`src/rtl/vid_fetch_sched.sv`:
```
// Pixel-fetch scheduler: walks the framebuffer line by line, issues burst reads
// on the shared bus and pushes one {R,G,B} pixel per returned beat into the FIFO.
module vid_fetch_sched #(
  parameter int FIFO_DEPTH = 16,
  parameter int LVL_W      = 5,
  parameter int MAX_BURST  = 4
) (
  input  logic             clk,
  input  logic             reset_n,
  input  logic             en,
  input  logic             frame_start,
  input  logic [31:0]      base_addr,
  input  logic [31:0]      lineinc,
  input  logic [12:0]      hsize,
  input  logic [12:0]      vsize,
  input  logic [LVL_W-1:0] fifo_level,
  input  logic             bus_gnt,
  input  logic [2:0]       cmdin,
  input  logic [31:0]      datain,
  output logic             bus_req,
  output logic [2:0]       cmdout,
  output logic [1:0]       lenout,
  output logic [31:0]      addrout,
  output logic             fifo_wr,
  output logic [23:0]      fifo_wdata,
  output logic             frame_overrun
);

  localparam logic [2:0] CMD_IDLE    = 3'b000;
  localparam logic [2:0] CMD_RD_REQ  = 3'b010;
  localparam logic [2:0] CMD_RD_DATA = 3'b011;

  typedef enum logic [2:0] {
    S_IDLE,
    S_WAIT_FRAME,
    S_CHECK,
    S_REQ,
    S_ADDR,
    S_DATA,
    S_NEXT
  } state_e;

  state_e      state_q;
  logic [31:0] lineinc_q;
  logic [31:0] line_addr_q;
  logic [12:0] hsize_q;
  logic [12:0] vsize_q;
  logic [12:0] pix_q;
  logic [12:0] line_q;
  logic [2:0]  beat_q;
  logic [2:0]  blen_q;
  logic        restart_q;

  logic        bus_req_q;
  logic [2:0]  cmd_q;
  logic [1:0]  len_q;
  logic [31:0] addr_q;
  logic        wr_q;
  logic [23:0] wdata_q;
  logic        overrun_q;

  logic [12:0] rem_d;
  logic [2:0]  blen_d;
  logic        space_ok_d;
  logic        overrun_hit_d;
  logic        load_frame_d;
  logic        frame_ok_d;
  logic        unused_hi;

  // The top data byte carries no pixel information.
  assign unused_hi = ^datain[31:24];

  function automatic logic [1:0] len_code(input logic [2:0] blen);
    case (blen)
      3'd4:    len_code = 2'b10;
      3'd2:    len_code = 2'b01;
      default: len_code = 2'b00;
    endcase
  endfunction

  always_comb begin
    rem_d = hsize_q - pix_q;
    if (rem_d >= 13'(MAX_BURST)) begin
      blen_d = 3'(MAX_BURST);
    end else if (rem_d >= 13'd2) begin
      blen_d = 3'd2;
    end else begin
      blen_d = 3'd1;
    end
    // All earlier pushes have landed by the time CHECK runs, so only this burst is unaccounted for.
    space_ok_d    = (32'(fifo_level) + 32'(blen_d)) <= 32'(FIFO_DEPTH);
    overrun_hit_d = en && frame_start && (state_q != S_IDLE) && (state_q != S_WAIT_FRAME);
    frame_ok_d    = (hsize != 13'd0) && (vsize != 13'd0);
    load_frame_d  = en && (((state_q == S_WAIT_FRAME) && frame_start) ||
                           ((state_q == S_NEXT) && (restart_q || frame_start)));
  end

  // NOTE: sequential state uses non-blocking assignments only, so every branch below
  // sees the values from before the clock edge regardless of statement order.
  always_ff @(posedge clk or negedge reset_n) begin
    if (!reset_n) begin
      state_q     <= S_IDLE;
      lineinc_q   <= '0;
      line_addr_q <= '0;
      hsize_q     <= '0;
      vsize_q     <= '0;
      pix_q       <= '0;
      line_q      <= '0;
      beat_q      <= '0;
      blen_q      <= '0;
      restart_q   <= 1'b0;
      bus_req_q   <= 1'b0;
      cmd_q       <= CMD_IDLE;
      len_q       <= 2'b00;
      addr_q      <= '0;
      wr_q        <= 1'b0;
      wdata_q     <= '0;
      overrun_q   <= 1'b0;
    end else begin
      wr_q <= 1'b0;

      if (!en) begin
        overrun_q <= 1'b0;
      end else if (overrun_hit_d) begin
        overrun_q <= 1'b1;
        restart_q <= 1'b1;
      end

      if (load_frame_d) begin
        lineinc_q   <= lineinc;
        hsize_q     <= hsize;
        vsize_q     <= vsize;
        line_addr_q <= base_addr;
        pix_q       <= '0;
        line_q      <= '0;
      end

      unique case (state_q)
        S_IDLE: begin
          restart_q <= 1'b0;
          if (en) state_q <= S_WAIT_FRAME;
        end
        S_WAIT_FRAME: begin
          if (!en) state_q <= S_IDLE;
          else if (load_frame_d && frame_ok_d) state_q <= S_CHECK;
        end
        S_CHECK: begin
          if (!en) begin
            state_q <= S_IDLE;
          end else if (space_ok_d) begin
            blen_q    <= blen_d;
            bus_req_q <= 1'b1;
            state_q   <= S_REQ;
          end
        end
        S_REQ: begin
          if (bus_gnt) begin
            bus_req_q <= 1'b0;
            cmd_q     <= CMD_RD_REQ;
            len_q     <= len_code(blen_q);
            addr_q    <= line_addr_q + {17'b0, pix_q, 2'b00};
            beat_q    <= '0;
            state_q   <= S_ADDR;
          end
        end
        S_ADDR: begin
          cmd_q   <= CMD_IDLE;
          state_q <= S_DATA;
        end
        S_DATA: begin
          if (cmdin == CMD_RD_DATA) begin
            wr_q    <= 1'b1;
            wdata_q <= datain[23:0];
            beat_q  <= beat_q + 3'd1;
            if (beat_q + 3'd1 == blen_q) begin
              pix_q   <= pix_q + 13'(blen_q);
              state_q <= S_NEXT;
            end
          end
        end
        S_NEXT: begin
          restart_q <= 1'b0;
          if (!en) begin
            state_q <= S_IDLE;
          end else if (load_frame_d) begin
            state_q <= frame_ok_d ? S_CHECK : S_WAIT_FRAME;
          end else if (pix_q < hsize_q) begin
            state_q <= S_CHECK;
          end else begin
            pix_q       <= '0;
            line_q      <= line_q + 13'd1;
            line_addr_q <= line_addr_q + lineinc_q;
            state_q     <= (line_q + 13'd1 < vsize_q) ? S_CHECK : S_WAIT_FRAME;
          end
        end
        default: state_q <= S_IDLE;
      endcase
    end
  end

  assign bus_req       = bus_req_q;
  assign cmdout        = cmd_q;
  assign lenout        = len_q;
  assign addrout       = addr_q;
  assign fifo_wr       = wr_q;
  assign fifo_wdata    = wdata_q;
  assign frame_overrun = overrun_q;

endmodule
```
`config.mk`:
```
export PLATFORM = sky130hd
export DESIGN_NAME = vid_fetch_sched
export DESIGN_NICKNAME = d
export VERILOG_FILES = /design/src/rtl/vid_fetch_sched.sv
export SDC_FILE = /design/constraint.sdc
export NUM_CORES = 1
export LEC_CHECK = 0
export ABC_AREA = 1
export CAP_MARGIN = 20
export CORE_MARGIN = 5
export CORE_UTILIZATION = 55
export DETAILED_ROUTE_END_ITERATION = 6
export GPL_ROUTABILITY_DRIVEN = 1
export PLACE_DENSITY_LB_ADDON = 0.12
export SKIP_CTS_REPAIR_TIMING = 1
export SLEW_MARGIN = 30
export SYNTH_ARGS = -nofsm -noshare
export SYNTH_HDL_FRONTEND = slang
export SYNTH_SLANG_ARGS = --single-unit
export TNS_END_PERCENT = 20
```
`constraint.sdc`:
```
create_clock -name clk -period 9.1 [get_ports clk]
set_input_delay 1.82 -clock clk [delete_from_list [all_inputs] [get_ports clk]]
set_output_delay 1.82 -clock clk [all_outputs]
set_load 0.01 [all_outputs]
```
==> results by stage, run 1 <==
Status:
- The flow ran to the end, and the final reports show no timing, DRC or antenna violations.

Drt:
- The highest metal layer carrying signal wires in the routed design is met4.
- The post-route met1 wirelength is around 17 mm.
- The residual DRC count is 0.
- The met2 routed wirelength is 16.8 mm.
- The routed layout has around 13,000 vias.
- The total wire length after detailed routing is roughly 37 mm.
- Once detail routing completed, the nets flagged for antenna violations numbered 0.
- The first routing iteration left 1,128 violations.
- The ratio of routed vias to standard cells is roughly 5.5.
- Dividing the detail-routed wire length by the instance count gives around 16 µm.
- Before antenna repair, the detailed router went through 6 iterations.
- After detailed routing, the met3 layer carries about 2.8 mm of wire.

Power and ir drop:
- The total leakage power is 7.77 nW.
- Of the total power, the clock network draws 0.137.
- The proportion of total power due to net switching is 0.493.
- The sequential share of power is 0.274.
- The analysis attributes to net switching a power of 0.00279 W.
- The power per standard cell area is between 300 and 400 nW/µm².
- VDD sags by at most about 0.19 mV.
- Summing internal, switching and leakage power gives about 0.0057 W.
- Of the total power, combinational logic draws 0.590.
- The internal power is ~0.0029 W.

Setup path:
- Measured in cells, the most critical reg-to-reg path has a length of 20.
- The worst path required time is ~9400 ps.
- The arrival time of the worst setup path is 5070 ps.
- The maximum fanout along the worst path is 113.
- In this run the critical register-to-register path is launched from pix_q[0]$_DFF_PN0_.
- The critical path in this run is classified as in -> reg.
- The worst setup path is captured at a flop.
- The worst flop-to-flop path endpoint is blen_q[0]$_DFFE_PN0P_.
- The worst setup path is launched from a primary input.
- The register-to-register path setup slack is 4920 ps.

STA:
- Between clock sinks in the finished design, the worst skew comes to 14.9 ps.
- In the post-route analysis, the smallest setup slack over all paths is about 4400 ps.
- For the pin with the worst max-slew slack, the measured transition is between 900 and 1000 ps.
- The share of the clock period used by the worst path is 0.521.
- The minimum hold slack is around 470 ps.
- The worst max-slew margin expressed relative to the limit is 0.379.
- Setup violations remaining at the end of the flow were counted as 0.
- Setup total negative slack on the finished layout was measured at 0 ps.
- The final critical-path required period is 4740 ps.
- The max-slew violation total from the final report was 0.
- Setup repair after global routing left no endpoint under its margin.
- For this run, the top clock speed supported by timing is ~210 MHz.
- The number of hold violations in the final report is 0.

Clocking:
- The largest buffer count on any clock path is 2.
- Clock-pin slew was measured on the worst setup and hold paths at about 80 ps.
- The clock latency of the later-clocked register in the worst-skew pair is approximately 450 ps.
- Buffers inserted during clock tree synthesis total 17.
- The root cell of the clock tree is sky130_fd_sc_hd__clkbuf_16.
- TritonCTS built the clock tree.
- The clock sink count is ~190.
- The H-tree depth reported by CTS is 4.

Die:
- The number of ports placed on the die boundary is between 150 and 200.
- In this run the standard cell core region covers about 23,000 µm².
- The overall die area is between 20,000 and 30,000 µm².
- The die width is around 160 µm.
- The initial utilization of the core area, before any placement, comes to 0.559.
- The floorplan has between 50 and 60 rows.
- The die outline height is around 160 µm.

Placed design:
- At the end of routability-driven placement, the weighted congestion stood at ~0.96.
- The total instance count after detailed placement is approximately 2,300.
- Timing analysis after detailed placement gives a worst setup slack of between 3000 and 4000 ps.
- The half-perimeter wire length after placement is between 20 and 30 mm.
- The count of port buffers added during placement is between 150 and 200.

Synth:
- In this run, synthesis produced a sequential element count of roughly 190.
- Of all cell types, the one taking the most synthesized area is sky130_fd_sc_hd__dfrtp_1.
- The most used flip-flop cell after synthesis is sky130_fd_sc_hd__dfrtp_1.
- The area share of the largest cell type after synthesis is 0.372.
- The share of synthesized registers carrying an async set or reset is 1.00.
- The count of mapped cells out of synthesis is between 1,500 and 2,000.
- Sorting the synthesized cells by area gives the leading types as sky130_fd_sc_hd__dfrtp_1 (37%), sky130_fd_sc_hd__nand2_1 (19%), sky130_fd_sc_hd__ha_1 (7.6%).
- The proportion of synthesized chip area in sequential cells is 0.372.
- The mean post-synth cell area is a little under 7 µm².
- For this run, the number of Yosys warnings is 0.
- Yosys mapped a number of flops with a built-in enable equal to 0.
- The cell area that synthesis handed to floorplanning was around 13,000 µm².
- The number of distinct standard cells referenced by the synthesized netlist is 47.

GRT:
- Summed over all layers, the global routing overflow is 0.
- The first global-routing pass estimated between 60 and 70 mm of wire.
- The initial antenna violation count came to 0.
- The number of global-route vias before repair was roughly 12,000.
- Across every metal layer, demand over resource in global routing totals 0.284.
- Entering global routing, the biggest net connects 114 pins.

Finish:
- In the layout the commonest cells are sky130_fd_sc_hd__nand2_1 (646), sky130_fd_sc_hd__inv_1 (193), sky130_fd_sc_hd__dfrtp_1 (188).
- The area growth from synthesis to layout is 21.4%.
- The final net count is 2,209.
- The most common cell after layout, fill and taps aside is sky130_fd_sc_hd__nand2_1.
- The post-route non-filler standard cell count is between 2,000 and 2,500.
- The share of cells above drive strength 1 is 0.0299.
- The antenna diode instance count is 0.

Min path:
- The worst hold path begins at fifo_wdata[23]$_DFFE_PN0P_.
- The hold path depth is 2.
- The worst hold path belongs to the class reg -> reg.
- The end of the worst hold path is fifo_wdata[23]$_DFFE_PN0P_.

Flow run:
- Max-cap violations in this run came to 0.
per-layer routing:
| layer | global-route usage | vias up |
|---|---|---|
| li1 | - | 6214 |
| met1 | 0.406 | 5852 |
| met2 | 0.455 | 465 |
| met3 | 0.0442 | 60 |
| met4 | 0.0742 | 0 |
| met5 | 0 | - |
critical path: stages:
cell and delay [ps]:
sky130_fd_sc_hd__clkdlybuf4s50_1 460, sky130_fd_sc_hd__o21ai_0 530, sky130_fd_sc_hd__a21oi_4 40, sky130_fd_sc_hd__buf_6 330
sky130_fd_sc_hd__inv_2 400, sky130_fd_sc_hd__buf_4 680, sky130_fd_sc_hd__nand2_2 380, sky130_fd_sc_hd__a21oi_1 230
sky130_fd_sc_hd__a21oi_1 80
cell usage after synthesis, drive strengths merged, types with 2 or more instances:
cell and instances:
xnor2 17, a21oi 108, a22oi 3, ha 77, dfrtp 188, clkbuf 21
xor2 35, buf 24, nand4 18, nand2 650, o211ai 6, a211oi 3
o21bai 3, inv 199, o21ai 142, o32ai 3, nor2 155, or2 3
nor4 7, nand3 106, a31oi 3, and3 4, nand3b 4, a21o 6
o22ai 2, fa 5, nor3 21
registers in the layout (all words and copies together) (netlist names):
register / flops
addrout: 32
hsize_q: 13
fifo_wr: 1
line_q: 13
state_q: 3
vsize_q: 13
restart_q: 1
frame_overrun: 1
blen_q: 3
line_addr_q: 32
pix_q: 13
cmdout: 1
bus_req: 1
lineinc_q: 32
lenout: 2
fifo_wdata: 24
beat_q: 3
logic make-up after synthesis:
kind of cell,count (synthesis),share of synthesized area
buffers and inverters,244,0.0761
AOI/OAI and AO/OA,285,0.121
xor gates and xnor gates,52,0.0360
adders and majority gates,82,0.0840
DFF,188,0.372
and+or+nand+nor,971,0.311
other,1,0.000296
area by class of cell:
| type | instances | area [µm²] |
|---|---|---|
| Tap cell | 285 | 357 |
| Clock inverter | 15 | 190 |
| Multi-Input combinational cell | 1392 | 7010 |
| Sequential cell | 188 | 4700 |
| Timing Repair Buffer | 194 | 1940 |
| Clock buffer | 17 | 425 |
| Fill cell | 1975 | 7270 |
| Inverter | 199 | 747 |
how the worst max path moves through the flow:
stage	startpoint	endpoint	slack, ps	depth (start not counted)
after floorplan	fifo_level[0]	blen_q[0]$_DFFE_PN0P_	5770	10
after global placement	en	line_addr_q[9]$_DFF_PN0_	3750	9
after detailed placement	frame_start	line_addr_q[28]$_DFF_PN0_	3930	9
after CTS	frame_start	line_addr_q[28]$_DFF_PN0_	4380	9
after global routing	frame_start	line_addr_q[20]$_DFF_PN0_	4070	9
final	frame_start	line_addr_q[28]$_DFF_PN0_	4360	9
power groups by stage:
stage / Clock [W] / Sequential (W) / Combinational [W]
after floorplan: 0 / 0.00149 / 0.00229
after global placement: 0 / 0.00155 / 0.00320
after detailed placement: 0 / 0.00155 / 0.00327
after CTS: 0.000783 / 0.00154 / 0.00330
after global routing: 0.000819 / 0.00159 / 0.00374
final: 0.000773 / 0.00155 / 0.00333
per-stage QoR:
step,util,cell area [µm²]
floorplan,-,12700
global placement,0.651,14700
detailed placement,0.652,14800
CTS,0.679,15400
global route,0.679,15400
finish,0.679,15400
Power figures use the tool's default switching activity.
==> run 2, diff against run 1 <==
==> constraint.sdc (replaced) <==
create_clock -name clk -period 4.8 [get_ports clk]
set_input_delay 0.96 -clock clk [delete_from_list [all_inputs] [get_ports clk]]
set_output_delay 0.96 -clock clk [all_outputs]
set_load 0.01 [all_outputs]
==> results by stage, run 2 (same netlist as run 1, synthesis figures left out) <==
GRT:
- The number of global-route vias before repair is approximately 12,000.
- The first global-routing pass estimated a little over 60 mm of wire.
- The initial antenna violation count came to 0.
- In the global route stage, overall resource usage came out at 0.292.
- The total global routing overflow is 0.
- The largest net degree at the start of global routing is 115.

STA:
- The final critical-path required period is between 4000 and 5000 ps.
- The share of the clock period used by the worst path is 0.855.
- The worst max-slew margin expressed relative to the limit is 0.467.
- For the pin with the worst max-slew slack, the measured transition is ~800 ps.
- The max-slew violation total from the final report is 0.
- The final total negative setup slack is 0 ps.
- The setup-violating endpoint count in the final report is 0.
- Setup repair after global routing left no endpoint under its margin.
- The number of hold violations in the final report was 0.
- The final clock skew is about 19 ps.
- The maximum clock frequency is 244 MHz.

Placed design:
- The count of port buffers added during placement is 188.
- The post-placement cell area is 14,800 µm².
- The final estimated routing congestion in global placement is between 0.9 and 1.
- Detailed placement ended at an HPWL of between 20 and 30 mm.
- The total instance count after detailed placement is approximately 2,300.

Die:
- The die is ~160 µm tall.
- In this run the core area contains 55 standard-cell rows.
- The number of ports placed on the die boundary is roughly 200.
- The floorplan step defined a die boundary enclosing approximately 26,000 µm².
- For this configuration, the core starts out at a cell density of 0.559.
- The floorplan step set the die width to between 150 and 200 µm.
- The core footprint is roughly 23,000 µm².

Power and ir drop:
- The power per standard cell area is ~700 nW/µm².
- The share of total power dissipated in combinational logic is 0.588.
- The sequential share of power is 0.272.
- The portion of total power attributed to the clock network is 0.140.
- The internal power is 0.00545 W.
- The total leakage power is between 7 and 8 nW.
- The worst-case IR drop observed on VDD is about 0.34 mV.
- The power spent charging and discharging nets is 0.00534 W.
- The proportion of total power due to net switching is 0.495.

Finish:
- The most common cell after layout, fill and taps aside is sky130_fd_sc_hd__nand2_1.
- The antenna diode instance count is 0.
- In the final design database the tool counted 2,215 nets.
- The post-route non-filler standard cell count is around 2,300.
- Of the cells placed in the final design, the portion with a size suffix greater than 1 is 0.0318.
- The final standard cell area without fillers is about 15,000 µm².
- The post-synthesis to final-layout area growth is 22.0%.
- In the layout the commonest cells are sky130_fd_sc_hd__nand2_1 (646), sky130_fd_sc_hd__inv_1 (193), sky130_fd_sc_hd__dfrtp_1 (188).

Drt:
- The residual DRC count is 0.
- Routed signal wires occupy layers up through met4.
- Wire segments on met3 add up to 3.14 mm in the final route.
- The first-pass iteration count of the detailed router is 6.
- The met2 routed wirelength is approximately 18 mm.
- The post-detailed-route count of antenna-violating nets is 0.
- The violation count after the first detailed-route iteration is between 1,000 and 1,500.
- The total wire length after detailed routing is 38.0 mm.
- The ratio of routed vias to standard cells is about 5.5.
- The detailed router put a total of around 16 mm of wire on met1.
- The final route contains 12,600 vias.
- The routed wire length per instance is between 15 and 20 µm.

Setup path:
- The register-to-register path setup slack is 700 ps.
- The worst register-to-register path ends at blen_q[0]$_DFFE_PN0P_.
- The worst register-to-register path has a depth of 20.
- The category of the worst setup path launch point is a flop.
- The maximum fanout along the worst path is 5.
- For the worst setup path, the data arrival time is ~4500 ps.
- The worst path required time is 5170 ps.
- The class of the most critical setup path is reg -> reg.
- The reg-to-reg startpoint is pix_q[0]$_DFF_PN0_.
- The worst setup path is captured at a flop.

Clocking:
- The clock passes through at most 2 buffers.
- For this design, the sink count on the clock tree is roughly 190.
- Clock latency on the worst-skew pair, taken at its later pin, is 460 ps.
- The clock-pin slew on the worst setup and hold paths is 90 ps.
- The root cell of the clock tree is sky130_fd_sc_hd__clkbuf_16.
- The number of buffers created by CTS is 17.
- The H-tree depth reported by CTS is 4.
- TritonCTS built the clock tree.

Min path:
- The type of the tightest min-delay check is in -> async.

Status:
- The flow ran to the end, and the final reports show no timing, DRC or antenna violations.

Flow run:
- The max-capacitance violation count is 0.
[run 2: cell types whose count changed in the layout (fill, tap and decap cells not counted), sizes merged]
cell and delta:
clkbuf -1, clkinv -1, inv +2, buf +7, clkinvlp -1
[run 2: worst max-delay path by stage]
stage                  startpoint                    end  slack (ps)  cells after the start
3_5_place_dp   pix_q[0]$_DFF_PN0_  blen_q[0]$_DFFE_PN0P_         780                     20
5_1_grt        pix_q[1]$_DFF_PN0_  blen_q[0]$_DFFE_PN0P_         210                     21
2_1_floorplan  pix_q[0]$_DFF_PN0_  blen_q[0]$_DFFE_PN0P_        1490                     21
4_1_cts        pix_q[0]$_DFF_PN0_  blen_q[0]$_DFFE_PN0P_         750                     20
3_3_place_gp   pix_q[0]$_DFF_PN0_  blen_q[0]$_DFFE_PN0P_         850                     20
6_report       pix_q[0]$_DFF_PN0_  blen_q[0]$_DFFE_PN0P_         700                     20
[run 2: stage by stage]
step	utilization	hold WS [ps]	setup slack, ps	total power (W)
finish	0.682	355	696	0.0108
global route	0.682	368	205	0.0118
CTS	0.681	477	749	0.0107
detailed placement	0.653	457	780	0.00917
global placement	0.653	453	853	0.00901
floorplan	-	442	1490	0.00716
[run 2: area by class of cell]
class                           count  area (µm²)
Clock buffer                       17         425
Clock inverter                     15         199
Fill cell                        2012        7190
Inverter                          199         748
Multi-Input combinational cell   1392        7010
Sequential cell                   188        4700
Tap cell                          285         357
Timing Repair Buffer              200        2010
[run 2: critical path, cell delays in order, from the launching register on]
cell and delay [ps]:
sky130_fd_sc_hd__dfrtp_1 440, sky130_fd_sc_hd__ha_1 270, sky130_fd_sc_hd__fa_1 430, sky130_fd_sc_hd__inv_1 100
sky130_fd_sc_hd__nand3_1 60, sky130_fd_sc_hd__nand2_1 160, sky130_fd_sc_hd__xor2_1 110, sky130_fd_sc_hd__nor2_1 270
sky130_fd_sc_hd__nand3_1 120, sky130_fd_sc_hd__nor3_1 150, sky130_fd_sc_hd__nand3_1 170, sky130_fd_sc_hd__nor2_1 130
sky130_fd_sc_hd__ha_1 200, sky130_fd_sc_hd__fa_1 410, sky130_fd_sc_hd__nor2_1 110, sky130_fd_sc_hd__nand4_1 100
sky130_fd_sc_hd__a21oi_1 290, sky130_fd_sc_hd__nand2_1 150, sky130_fd_sc_hd__inv_1 150, sky130_fd_sc_hd__nand3_1 90
sky130_fd_sc_hd__o21ai_0 90
[run 2: routing by layer]
metal,global-route usage,vias up
li1,-,6225
met1,0.392,5870
met2,0.479,437
met3,0.0723,65
met4,0.0777,0
met5,0,-
[run 2: power by group through the flow]
stage               sequential, W  combinational (W)  clock (W)
CTS                       0.00292            0.00630    0.00152
detailed placement        0.00294            0.00624          0
global placement          0.00292            0.00608          0
finish                    0.00293            0.00634    0.00151
global route              0.00301            0.00720    0.00160
floorplan                 0.00282            0.00434          0
